--- config.mk ---
export PLATFORM = sky130hd
export DESIGN_NAME = load_store_unit
export DESIGN_NICKNAME = d
export VERILOG_FILES = /design/src/rtl/load_store_unit.sv
export SDC_FILE = /design/constraint.sdc
export NUM_CORES = 1
export LEC_CHECK = 0
export CORE_ASPECT_RATIO = 1.1
export CORE_MARGIN = 1
export CORE_UTILIZATION = 48
export DETAILED_ROUTE_END_ITERATION = 10
export PLACE_DENSITY = 0.89
export SETUP_SLACK_MARGIN = 0.15
export SLEW_MARGIN = 20
export SYNTH_ARGS = -nofsm -noshare
export SYNTH_HDL_FRONTEND = slang
export SYNTH_SLANG_ARGS = --single-unit
--- constraint.sdc ---
create_clock -name clk -period 4.8 [get_ports clk]
set_clock_uncertainty 0.2 [all_clocks]
set_input_delay 0.48 -clock clk [delete_from_list [all_inputs] [get_ports clk]]
set_output_delay 0.48 -clock clk [all_outputs]
set_load 0.01 [all_outputs]
--- src/rtl/load_store_unit.sv ---
// Data-memory access stage: runs one req/ack bus transaction per load/store and stalls the CPU until it ends.
// Optional LSU_ALIGN_CHECK_EN flags misaligned half/word accesses instead of silently aligning them.
module load_store_unit #(
  parameter int unsigned TIMEOUT_CYCLES = 255
) (
  input  logic        clk,
  input  logic        rst_n,
  input  logic        mem_read,
  input  logic        mem_write,
  input  logic [1:0]  mem_size,
  input  logic        load_unsigned,
  input  logic [31:0] alu_result,
  input  logic [31:0] store_data,
  output logic        stall,
  output logic        done,
  output logic [31:0] load_data,
  output logic        addr_err,
  output logic        bus_timeout,
  output logic        bus_req,
  output logic        bus_we,
  output logic [31:0] bus_addr,
  output logic [3:0]  bus_be,
  output logic [31:0] bus_wdata,
  input  logic        bus_ack,
  input  logic [31:0] bus_rdata
);

  localparam int CNT_W = $clog2(TIMEOUT_CYCLES + 2);

  typedef enum logic [1:0] {IDLE, REQ, RESP} state_t;

  state_t           state;
  logic [CNT_W-1:0] cnt;
  logic [1:0]       size_p0;
  logic [1:0]       lane_p0;
  logic             uns_p0;
  logic             access;
  logic             addr_err_c;
  logic [31:0]      addr_al;
  logic [3:0]       be_c;
  logic [31:0]      wdata_c;

  function automatic logic [31:0] extract(input logic [31:0] rdata, input logic [1:0] size,
                                          input logic [1:0] lane, input logic uns);
    logic [31:0]        shifted;
    logic signed [7:0]  b_s;
    logic signed [15:0] h_s;
    shifted = rdata >> {lane, 3'b000};
    b_s     = shifted[7:0];
    h_s     = shifted[15:0];
    case (size)
      2'b00:   extract = uns ? {24'b0, shifted[7:0]}  : {{24{b_s[7]}}, b_s};
      2'b01:   extract = uns ? {16'b0, shifted[15:0]} : {{16{h_s[15]}}, h_s};
      default: extract = rdata;
    endcase
  endfunction

  assign access = mem_read | mem_write;

`ifdef LSU_ALIGN_CHECK_EN
  logic misalign;
  assign misalign   = ((mem_size == 2'b01) & alu_result[0]) | (mem_size[1] & (|alu_result[1:0]));
  assign addr_err_c = rst_n & (state == IDLE) & access & misalign;
  assign addr_al    = alu_result;
`else
  assign addr_err_c = 1'b0;
  // Without the check, misaligned halves/words are quietly rounded down to their natural boundary.
  always_comb begin
    addr_al = alu_result;
    if (mem_size == 2'b01) addr_al[0] = 1'b0;
    if (mem_size[1])       addr_al[1:0] = 2'b00;
  end
`endif

  assign addr_err = addr_err_c;
  assign stall    = rst_n & (((state == IDLE) & access & ~addr_err_c) | (state == REQ));

  always_comb begin
    be_c    = 4'b1111;
    wdata_c = store_data;
    case (mem_size)
      2'b00: begin
        be_c    = 4'b0001 << addr_al[1:0];
        wdata_c = {4{store_data[7:0]}};
      end
      2'b01: begin
        be_c    = addr_al[1] ? 4'b1100 : 4'b0011;
        wdata_c = {2{store_data[15:0]}};
      end
      default: ;
    endcase
  end

  always_ff @(posedge clk or negedge rst_n) begin
    if (!rst_n) begin
      state       <= IDLE;
      cnt         <= '0;
      size_p0     <= 2'b00;
      lane_p0     <= 2'b00;
      uns_p0      <= 1'b0;
      bus_req     <= 1'b0;
      bus_we      <= 1'b0;
      bus_addr    <= '0;
      bus_be      <= '0;
      bus_wdata   <= '0;
      done        <= 1'b0;
      load_data   <= '0;
      bus_timeout <= 1'b0;
    end else begin
      case (state)
        IDLE: begin
          if (access && !addr_err_c) begin
            state       <= REQ;
            cnt         <= '0;
            size_p0     <= mem_size;
            lane_p0     <= addr_al[1:0];
            uns_p0      <= load_unsigned;
            bus_req     <= 1'b1;
            bus_we      <= mem_write;
            bus_addr    <= {addr_al[31:2], 2'b00};
            bus_be      <= be_c;
            bus_wdata   <= wdata_c;
            bus_timeout <= 1'b0;
          end
        end
        // Ack is tested first so an ack landing on the abort cycle still completes normally.
        REQ: begin
          if (bus_ack) begin
            load_data <= extract(bus_rdata, size_p0, lane_p0, uns_p0);
            bus_req   <= 1'b0;
            done      <= 1'b1;
            state     <= RESP;
          end else if (TIMEOUT_CYCLES != 0 && cnt == CNT_W'(TIMEOUT_CYCLES - 1)) begin
            load_data   <= '0;
            bus_timeout <= 1'b1;
            bus_req     <= 1'b0;
            done        <= 1'b1;
            state       <= RESP;
          end else begin
            cnt <= cnt + 1'b1;
          end
        end
        RESP: begin
          done  <= 1'b0;
          state <= IDLE;
        end
        default: state <= IDLE;
      endcase
    end
  end

endmodule

==> metrics, run 1 <==
die area=0.0121 sq mm; Worst-Margin Slew=939 ps; Max Buffers Root-to-Sink=2; io pins=210; CP endpoint kind=primary output; CTS tree=built; Initial Utilization=50.3%; non-filler instance count after layout=944; initial antenna violation count=0; Resized cells post-CTS=0; global route overflow=0; critical path class=flip-flop to primary output; Hold Path Class=input pin to async pin; register area share after synthesis=52.8%; commonest non-fill, non-tap cell in the layout=clkdlybuf4s50_1; placed cell areas=0.00770 sq mm; Num CTS Buffers=17; total track usage=28.7%; P&R area growth vs syn=49.7%; Post-Place Cells=913; register clock-pin slew on the reported worst setup and hold paths=50 ps; EDFF count, synth=0; port buffer count=206; fin nets=894; first-pass GRT wire length=27000 um; CP peak stage delay=560 ps; run status=finished, final reports clean; Syn Area/Cell=9.37 sq um; Pre-Repair DR Iteration Count=6; Yosys top cell area share=52.8%; number of max-cap violations=0; Die Wd=105 um; Final Cell Area=0.00837 sq mm; CTS Hold Buffers Added=0; Slew headroom=37.4%; min Tclk post-route=3230 ps; 1st-iter DRT viols=361; synth top area cells=dfrtp_1, nand2_1, mux2i_1; worst-skew pair later-pin latency=410 ps; fin util=75.3%; Crit Path Max Fanout=21; commonest cells after routing, fill and taps aside=clkdlybuf4s50_1, nand2_1, dfrtp_1; worst-case vdd ir drop=0.740 mV; Max Fclk=310 MHz; Post-Syn Area=0.00559 sq mm; crit-path cells=inv_1 -> ha_1 -> inv_1 -> a21boi_0 -> clkdlybuf4s50_1; post-placement setup slack=1830 ps; vias in the first global route=5505; #FFs+latches synth=118; ys flop type=dfrtp_1; Post-CTS Setup Inserts=0; H-tree Lvls=4; CP arrival=2550 ps; Mapped Cells=597; total leakage power=0.00374 uW; largest net degree at the start of global routing=101; cell taking the most area after synthesis=dfrtp_1; Top cell by count, worst path=inv_1; DR WL/cell=17.7 um; final setup fails=0; DR vias/cell=5.60; share of layout cells above drive strength 1=6.15%; CP Buf/Inv Count=3; Worst EP required=4120 ps; Netlist cell types=52; Crit path max-delay family=buffers and inverters; asr flop ratio synth=100%; Final Hold Fails=0; total number of vias=5283; fin crit share=67.2%; Routed Antenna Nets=0; Die Y=115 um; Total Wirelength=16700 um; final max-slew violation count=0; TNS Setup=0 ps; # diodes=0; GP Congestion=0.935; post-DP HPWL=11600 um; final worst-path setup slack=1570 ps; synth warn=0; CTS sink count=118; CP max-delay cell=clkdlybuf4s50_1; Core Region=0.0111 sq mm; Post-route DRC=0; unrepaired setup endpoints after global routing=false; CTS Root Buffer Type=clkbuf_16; Startpoint Class=flip-flop; P per Cell Area=655 mW/mm^2; row count=40
-- logic make-up after synthesis --
| logic type | count (synthesis) | synth area share, % |
|---|---|---|
| buffers and inverters | 52 | 3.98 |
| AND/OR/NAND/NOR | 241 | 18.1 |
| multiplexers | 38 | 7.03 |
| XOR/XNOR | 1 | 0.157 |
| other | 1 | 0.0671 |
| flip-flops | 118 | 52.8 |
| AO/OA/AOI/OAI | 141 | 16.8 |
| adder cells (fa/ha/maj) | 5 | 1.12 |
-- registers in the layout (all words and copies together), names as in the netlist --
| name | flops |
|---|---|
| done | 1 |
| load_data | 32 |
| bus_addr | 30 |
| bus_wdata | 32 |
| bus_timeout | 1 |
| lane_p0 | 2 |
| state | 2 |
| size_p0 | 2 |
| bus_we | 1 |
| bus_be | 4 |
| cnt | 9 |
| bus_req | 1 |
| uns_p0 | 1 |
-- area by class of cell --
type / count / area [sq um]
timing repair buffer: 211 / 2100
inverter: 8 / 30.0
clock inverter: 8 / 168
clock buffer: 23 / 498
tap: 147 / 184
sequential: 118 / 2950
fill: 732 / 2740
multi-input combinational: 429 / 2440
-- metal layers --
layer	wire, um	share of wire [%]	up-vias	global-route usage [%]
met4	524	3.1	0	13.0
li1	-	-	2425	-
met3	1210	7.3	39	7.99
met2	8420	50	238	49.8
met1	6550	39	2581	33.4
met5	0	0	-	0
-- report_power, final --
| part | switching (uW) | internal [uW] |
|---|---|---|
| Combinational | 1150 | 1160 |
| Sequential | 321 | 1440 |
| Clock | 438 | 985 |
| Total | 1910 | 3580 |
-- synth_stat cells (2+ instances only) --
library cell,number
o22a_1,3
buf_1,3
nand4b_1,3
buf_4,3
clkbuf_1,30
or3_1,3
a21oi_1,14
mux2i_1,37
nand2_1,181
nand2b_1,3
a221o_1,10
a211o_1,7
nand3_1,3
o21a_1,2
nor3b_2,2
nor2_1,29
buf_2,7
o21ai_0,61
o2bb2ai_1,6
nor3_1,7
dfrtp_1,118
ha_1,5
o211ai_1,18
inv_1,8
a2bb2oi_1,7
-- through the flow --
| step | hold slack (ps) | total power, uW |
|---|---|---|
| 2_1_floorplan | -15.6 | 2860 |
| 3_3_place_gp | 257 | 3960 |
| 3_5_place_dp | 263 | 4050 |
| 4_1_cts | 153 | 5500 |
| 5_1_grt | 204 | 5810 |
| 6_report | 108 | 5480 |
-- worst paths after layout --
path                       slack (ps)                        end  cells after the start               startpoint
hold reg to reg                   270    bus_addr[3]$_DFFE_PN0P_                      2  bus_addr[3]$_DFFE_PN0P_
max in group asynchronous        3120  load_data[13]$_DFFE_PN0P_                      3                    rst_n
min in group clk                  270    bus_addr[3]$_DFFE_PN0P_                      2  bus_addr[3]$_DFFE_PN0P_
setup / recovery                 1570                      stall                      5     state[1]$_DFFE_PN0P_
hold / removal                    110        bus_req$_DFFE_PN0P_                      2                    rst_n
setup reg to reg                 2130  load_data[10]$_DFFE_PN0P_                      6     state[1]$_DFFE_PN0P_
-- worst reg2reg max path, cell delays in order, from the launching register on --
cell     delay, ps
dfrtp_1        400
inv_1           90
ha_1           460
nand2_1        200
or3_1          600
nor2_1         470
a211o_1        190
Power figures use the tool's default switching activity.
==> run 2: changes to the inputs <==
- CORE_UTILIZATION: 48 -> 45
- PLACE_DENSITY: 0.89 -> 0.84
- clock period: 4.8 -> 3.2 ns (I/O delays scaled with it)
==> metrics, run 2 (synthesis gave the netlist of run 1 again) <==
total leakage power=0.00371 uW (-0.87%); fin crit share=86.3%; share of layout cells above drive strength 1=7.32% (+1.2 points); initial antenna violation count=0 (unchanged); unrepaired setup endpoints after global routing=false; first-pass GRT wire length=26500 um (-1.9%); fin nets=902 (+0.89%); H-tree Lvls=4 (unchanged); critical path class=flip-flop to primary output; DR vias/cell=5.45 (-2.6%); CTS tree=built; Routed Antenna Nets=0 (unchanged); 1st-iter DRT viols=398 (+10%); commonest cells after routing, fill and taps aside=clkdlybuf4s50_1, nand2_1, dfrtp_1; Final Hold Fails=0 (unchanged); CP endpoint kind=primary output; WL met2=8330 um (-1.1%); met3 wire len=1240 um (+2.1%); Core Region=0.0121 sq mm (+8.8%); register clock-pin slew on the reported worst setup and hold paths=60 ps (about the same); vias in the first global route=5336 (-3.1%); Total Wirelength=16300 um (-2.1%); post-DP HPWL=11600 um (+0.32%); commonest non-fill, non-tap cell in the layout=clkdlybuf4s50_1; Max Fclk=362 MHz; CP arrival=2240 ps (-310 ps); met1 wire length=6410 um (-2.2%); GP Congestion=0.843 (-9.9%); Die Y=119 um (+3.2%); DR top layer=met4; largest net degree at the start of global routing=85 (-16%); total track usage=26.7% (-1.9 points); worst-case vdd ir drop=0.509 mV (-31%); Hold Path Class=input pin to async pin; DR WL/cell=17.0 um (-3.8%); port buffer count=206 (unchanged); post-placement setup slack=610 ps (-1220 ps); TNS Setup=0 ps (unchanged); Startpoint Class=flip-flop; Crit Path Max Fanout=16 (-24%); final setup fails=0 (unchanged); P&R area growth vs syn=49.5%; P per Cell Area=955 mW/mm^2 (+46%); min Tclk post-route=2760 ps; run status=finished, final reports clean; die area=0.0129 sq mm (+6.5%); Worst-Margin Slew=764 ps (-174 ps); row count=42 (+5.0%); final worst-path setup slack=438 ps (-1140 ps); biggest regs=bus_wdata: 32 flops, load_data: 32 flops, bus_addr: 30 flops; # diodes=0 (unchanged); io pins=210 (unchanged); worst-skew pair later-pin latency=400 ps (about the same); CTS Root Buffer Type=clkbuf_16; total number of vias=5232 (-0.97%); global route overflow=0 (unchanged); number of max-cap violations=0 (unchanged); Post-route DRC=0 (unchanged); Num CTS Buffers=17 (unchanged); Die Wd=108 um (+3.2%); Max Buffers Root-to-Sink=2 (unchanged); CTS sink count=118 (unchanged); Worst EP required=2680 ps (-1440 ps); final max-slew violation count=0 (unchanged); Initial Utilization=46.3% (-4.1 points); Slew headroom=49.0% (+12 points); Pre-Repair DR Iteration Count=8 (+2)
run 2: worst paths after layout:
path / endpoint / cells past startpoint / slack, ps / start
max in group asynchronous: lane_p0[1]$_DFFE_PN0P_ / 3 / 1500 / rst_n
worst max-delay path: stall / 5 / 440 / state[1]$_DFFE_PN0P_
worst min-delay path: cnt[7]$_DFFE_PN0P_ / 2 / 210 / rst_n
worst max register to register: bus_wdata[10]$_DFFE_PN0P_ / 6 / 770 / state[0]$_DFFE_PN0P_
min in group clk: bus_addr[15]$_DFFE_PN0P_ / 3 / 230 / alu_result[15]
worst min register to register: bus_addr[6]$_DFFE_PN0P_ / 2 / 270 / bus_addr[6]$_DFFE_PN0P_
run 2: area by class of cell:
cell class	instances	area [sq um]
Clock buffer	18	439
Sequential cell	118	2950
Inverter	8	33.8
Multi-Input combinational cell	429	2450
Clock inverter	14	129
Tap cell	154	193
Timing Repair inverter	1	5.00
Fill cell	891	3730
Timing Repair Buffer	218	2160
run 2: where the power goes:
group / internal (uW) / leakage (uW) / switching (uW)
logic: 1780 / 0.00198 / 1810
registers: 2150 / 0.00147 / 432
clock network: 1090 / 0.000261 / 712
run 2: per-layer routing:
metal	up-vias	global-route usage, %
met5	-	0
met4	0	10.1
met2	219	45.7
li1	2443	-
met3	30	7.83
met1	2540	31.5
run 2: critical path: stages (launching register included):
cell             delay (ps)
dfrtp_1                 400
inv_1                   110
ha_4                    260
clkinvlp_4              240
a21boi_0                250
clkdlybuf4s50_1         570
run 2: metrics by stage:
stage | std cells | total power [uW] | area, sq um | utilization [%] | hold WS [ps]
6_report | 960 | 7980 | 8360 | 69.1 | 208
3_3_place_gp | 926 | 5980 | 7750 | 64.2 | 96.2
2_1_floorplan | 599 | 4280 | 5600 | - | -176
4_1_cts | 960 | 8010 | 8340 | 69.0 | 219
3_5_place_dp | 926 | 6130 | 7750 | 64.2 | 103
5_1_grt | 960 | 8500 | 8360 | 69.1 | 238
run 2: timing repair:
action,4_1_cts,5_1_grt
hold buffers,1,0
endpoints found under the setup margin,1,1
endpoints found under the hold margin,34,0
buffers inserted,0,0
cloned,1,0
gates resized for setup,2,1
==> run 3: changes to the inputs <==
- GPL_TIMING_DRIVEN: not set -> 0
==> metrics, run 3 (synthesis gave the netlist of run 1 again) <==
reg2reg start=state[1]$_DFFE_PN0P_; port buffer count=204 (-0.97%); run status=finished, final reports clean; row count=42 (unchanged); # diodes=0 (unchanged); CP arrival=2010 ps (-230 ps); met3 track demand over resource=8.81% (+0.99 points); register clock-pin slew on the reported worst setup and hold paths=50 ps (about the same); first-pass GRT wire length=28300 um (+6.9%); Most Crowded Layer GR=met2; Hold Path Class=input pin to async pin; biggest regs=bus_wdata: 32 flops, load_data: 32 flops, bus_addr: 30 flops; Core Region=0.0121 sq mm (unchanged); total track usage=28.7% (+1.9 points); P&R area growth vs syn=51.1%; total leakage power=0.00379 uW (+2.1%); io pins=210 (unchanged); share of layout cells above drive strength 1=6.58% (-0.74 points); Max Fclk=395 MHz (+9.1%); Die Y=119 um (unchanged); worst-skew pair later-pin latency=410 ps (about the same); Crit Path Max Fanout=10 (-6); largest net degree at the start of global routing=82 (-3.5%); Total Wirelength=17500 um (+6.8%); total number of vias=5459 (+4.3%); fin nets=933 (+3.4%); Final Hold Fails=0 (unchanged); vias in the first global route=5777 (+8.3%); Startpoint Class=flip-flop; global route overflow=0 (unchanged); commonest non-fill, non-tap cell in the layout=clkdlybuf4s50_1; met1 Use GR=32.5% (+1.0 points); Post-CTS Setup Inserts=0 (unchanged); min Tclk post-route=2530 ps (-230 ps); Slew headroom=48.8% (-0.20 points); Worst R2R Setup Slack=800 ps (+30 ps); CTS Root Buffer Type=clkbuf_16; post-DP HPWL=12900 um (+11%); P per Cell Area=955 mW/mm^2 (about the same); H-tree Lvls=4 (unchanged); initial antenna violation count=0 (unchanged); Num CTS Buffers=17 (unchanged); Die Wd=108 um (unchanged); Initial Utilization=46.3% (unchanged); fin util=69.9% (+0.76 points); multi-input logic area=0.00243 sq mm (-0.92%); Pre-Repair DR Iteration Count=5 (-3); total power draw=8070 uW (+1.1%); fin crit share=79.1% (-7.2 points); CTS sink count=118 (unchanged); die area=0.0129 sq mm (unchanged); DR WL/cell=17.6 um (+3.5%); Worst EP required=2680 ps (about the same); final setup fails=0 (unchanged); 1st-iter DRT viols=391 (-1.8%); number of max-cap violations=0 (unchanged); Routed Antenna Nets=0 (unchanged); Post-route DRC=0 (unchanged); worst r2r path cells=8 (+2); critical path class=flip-flop to primary output; commonest cells after routing, fill and taps aside=clkdlybuf4s50_1, nand2_1, dfrtp_1; final max-slew violation count=0 (unchanged); unrepaired setup endpoints after global routing=false; Max Buffers Root-to-Sink=2 (unchanged); worst-case vdd ir drop=0.602 mV (+18%); Worst Hold Slack=194 ps (-14.1 ps); GP Congestion=0.861 (+2.2%); met2 Use GR=49.2% (+3.5 points); DR vias/cell=5.51 (+1.2%); CP endpoint kind=primary output; Worst-Margin Slew=767 ps (+2.98 ps); worst reg2reg endpoint=load_data[25]$_DFFE_PN0P_; register area=0.00295 sq mm (unchanged); CTS tree=built; Filler cells=917 (+2.9%)
-- run 3: power breakdown --
| part | total [uW] | switching, uW | internal (uW) | leakage, uW |
|---|---|---|---|---|
| sequential | 2560 | 404 | 2160 | 0.00147 |
| clock | 1830 | 659 | 1170 | 0.000278 |
| combinational | 3680 | 1880 | 1800 | 0.00204 |
-- run 3: through the flow --
step,std cells,instance area [sq um],setup WS (ps),setup TNS [ps]
global route,990,8450,506,0
floorplan,599,5600,1030,0
global placement,957,7830,-2840,-337440
CTS,990,8440,166,0
detailed placement,958,7860,106,0
finish,990,8450,668,0
-- run 3: worst max-delay path, cell delays in order, from the launching register on --
cell and delay (ps):
dfrtp_1 380, inv_1 80, ha_2 210, o21ai_1 110, buf_2 260, clkbuf_4 260
a21boi_0 90, dlymetal6s2s_1 190
-- run 3: worst max-delay path by stage --
stage	start	slack, ps	endpoint	depth (start not counted)
global route	state[0]$_DFFE_PN0P_	510	stall	7
CTS	state[1]$_DFFE_PN0P_	170	stall	7
floorplan	cnt[0]$_DFFE_PN0P_	1030	cnt[8]$_DFFE_PN0P_	7
global placement	rst_n	-2840	bus_addr[23]$_DFFE_PN0P_	1
detailed placement	mem_write	110	stall	6
finish	state[1]$_DFFE_PN0P_	670	stall	7
-- run 3: final cells by class --
class | instances | share of cell area [%]
Buffer | 44 | 2.34
Clock buffer | 21 | 5.45
Clock inverter | 10 | 1.24
Inverter | 8 | 0.355
Multi-Input combinational cell | 429 | 28.7
Sequential cell | 118 | 35.0
Tap cell | 154 | 2.28
Timing Repair Buffer | 206 | 24.7
-- run 3: timing repair --
action                                 4_1_cts  5_1_grt
setup endpoints to repair                    1        1
hold buffers                                 1        0
endpoints found under the hold margin       37        0
gates resized for setup                      3        3
-- run 3: layer usage --
metal / vias to the layer above / wire (um)
met4: 0 / 459
met3: 44 / 1270
met2: 246 / 9000
met5: - / 0
met1: 2661 / 6720
li1: 2508 / -
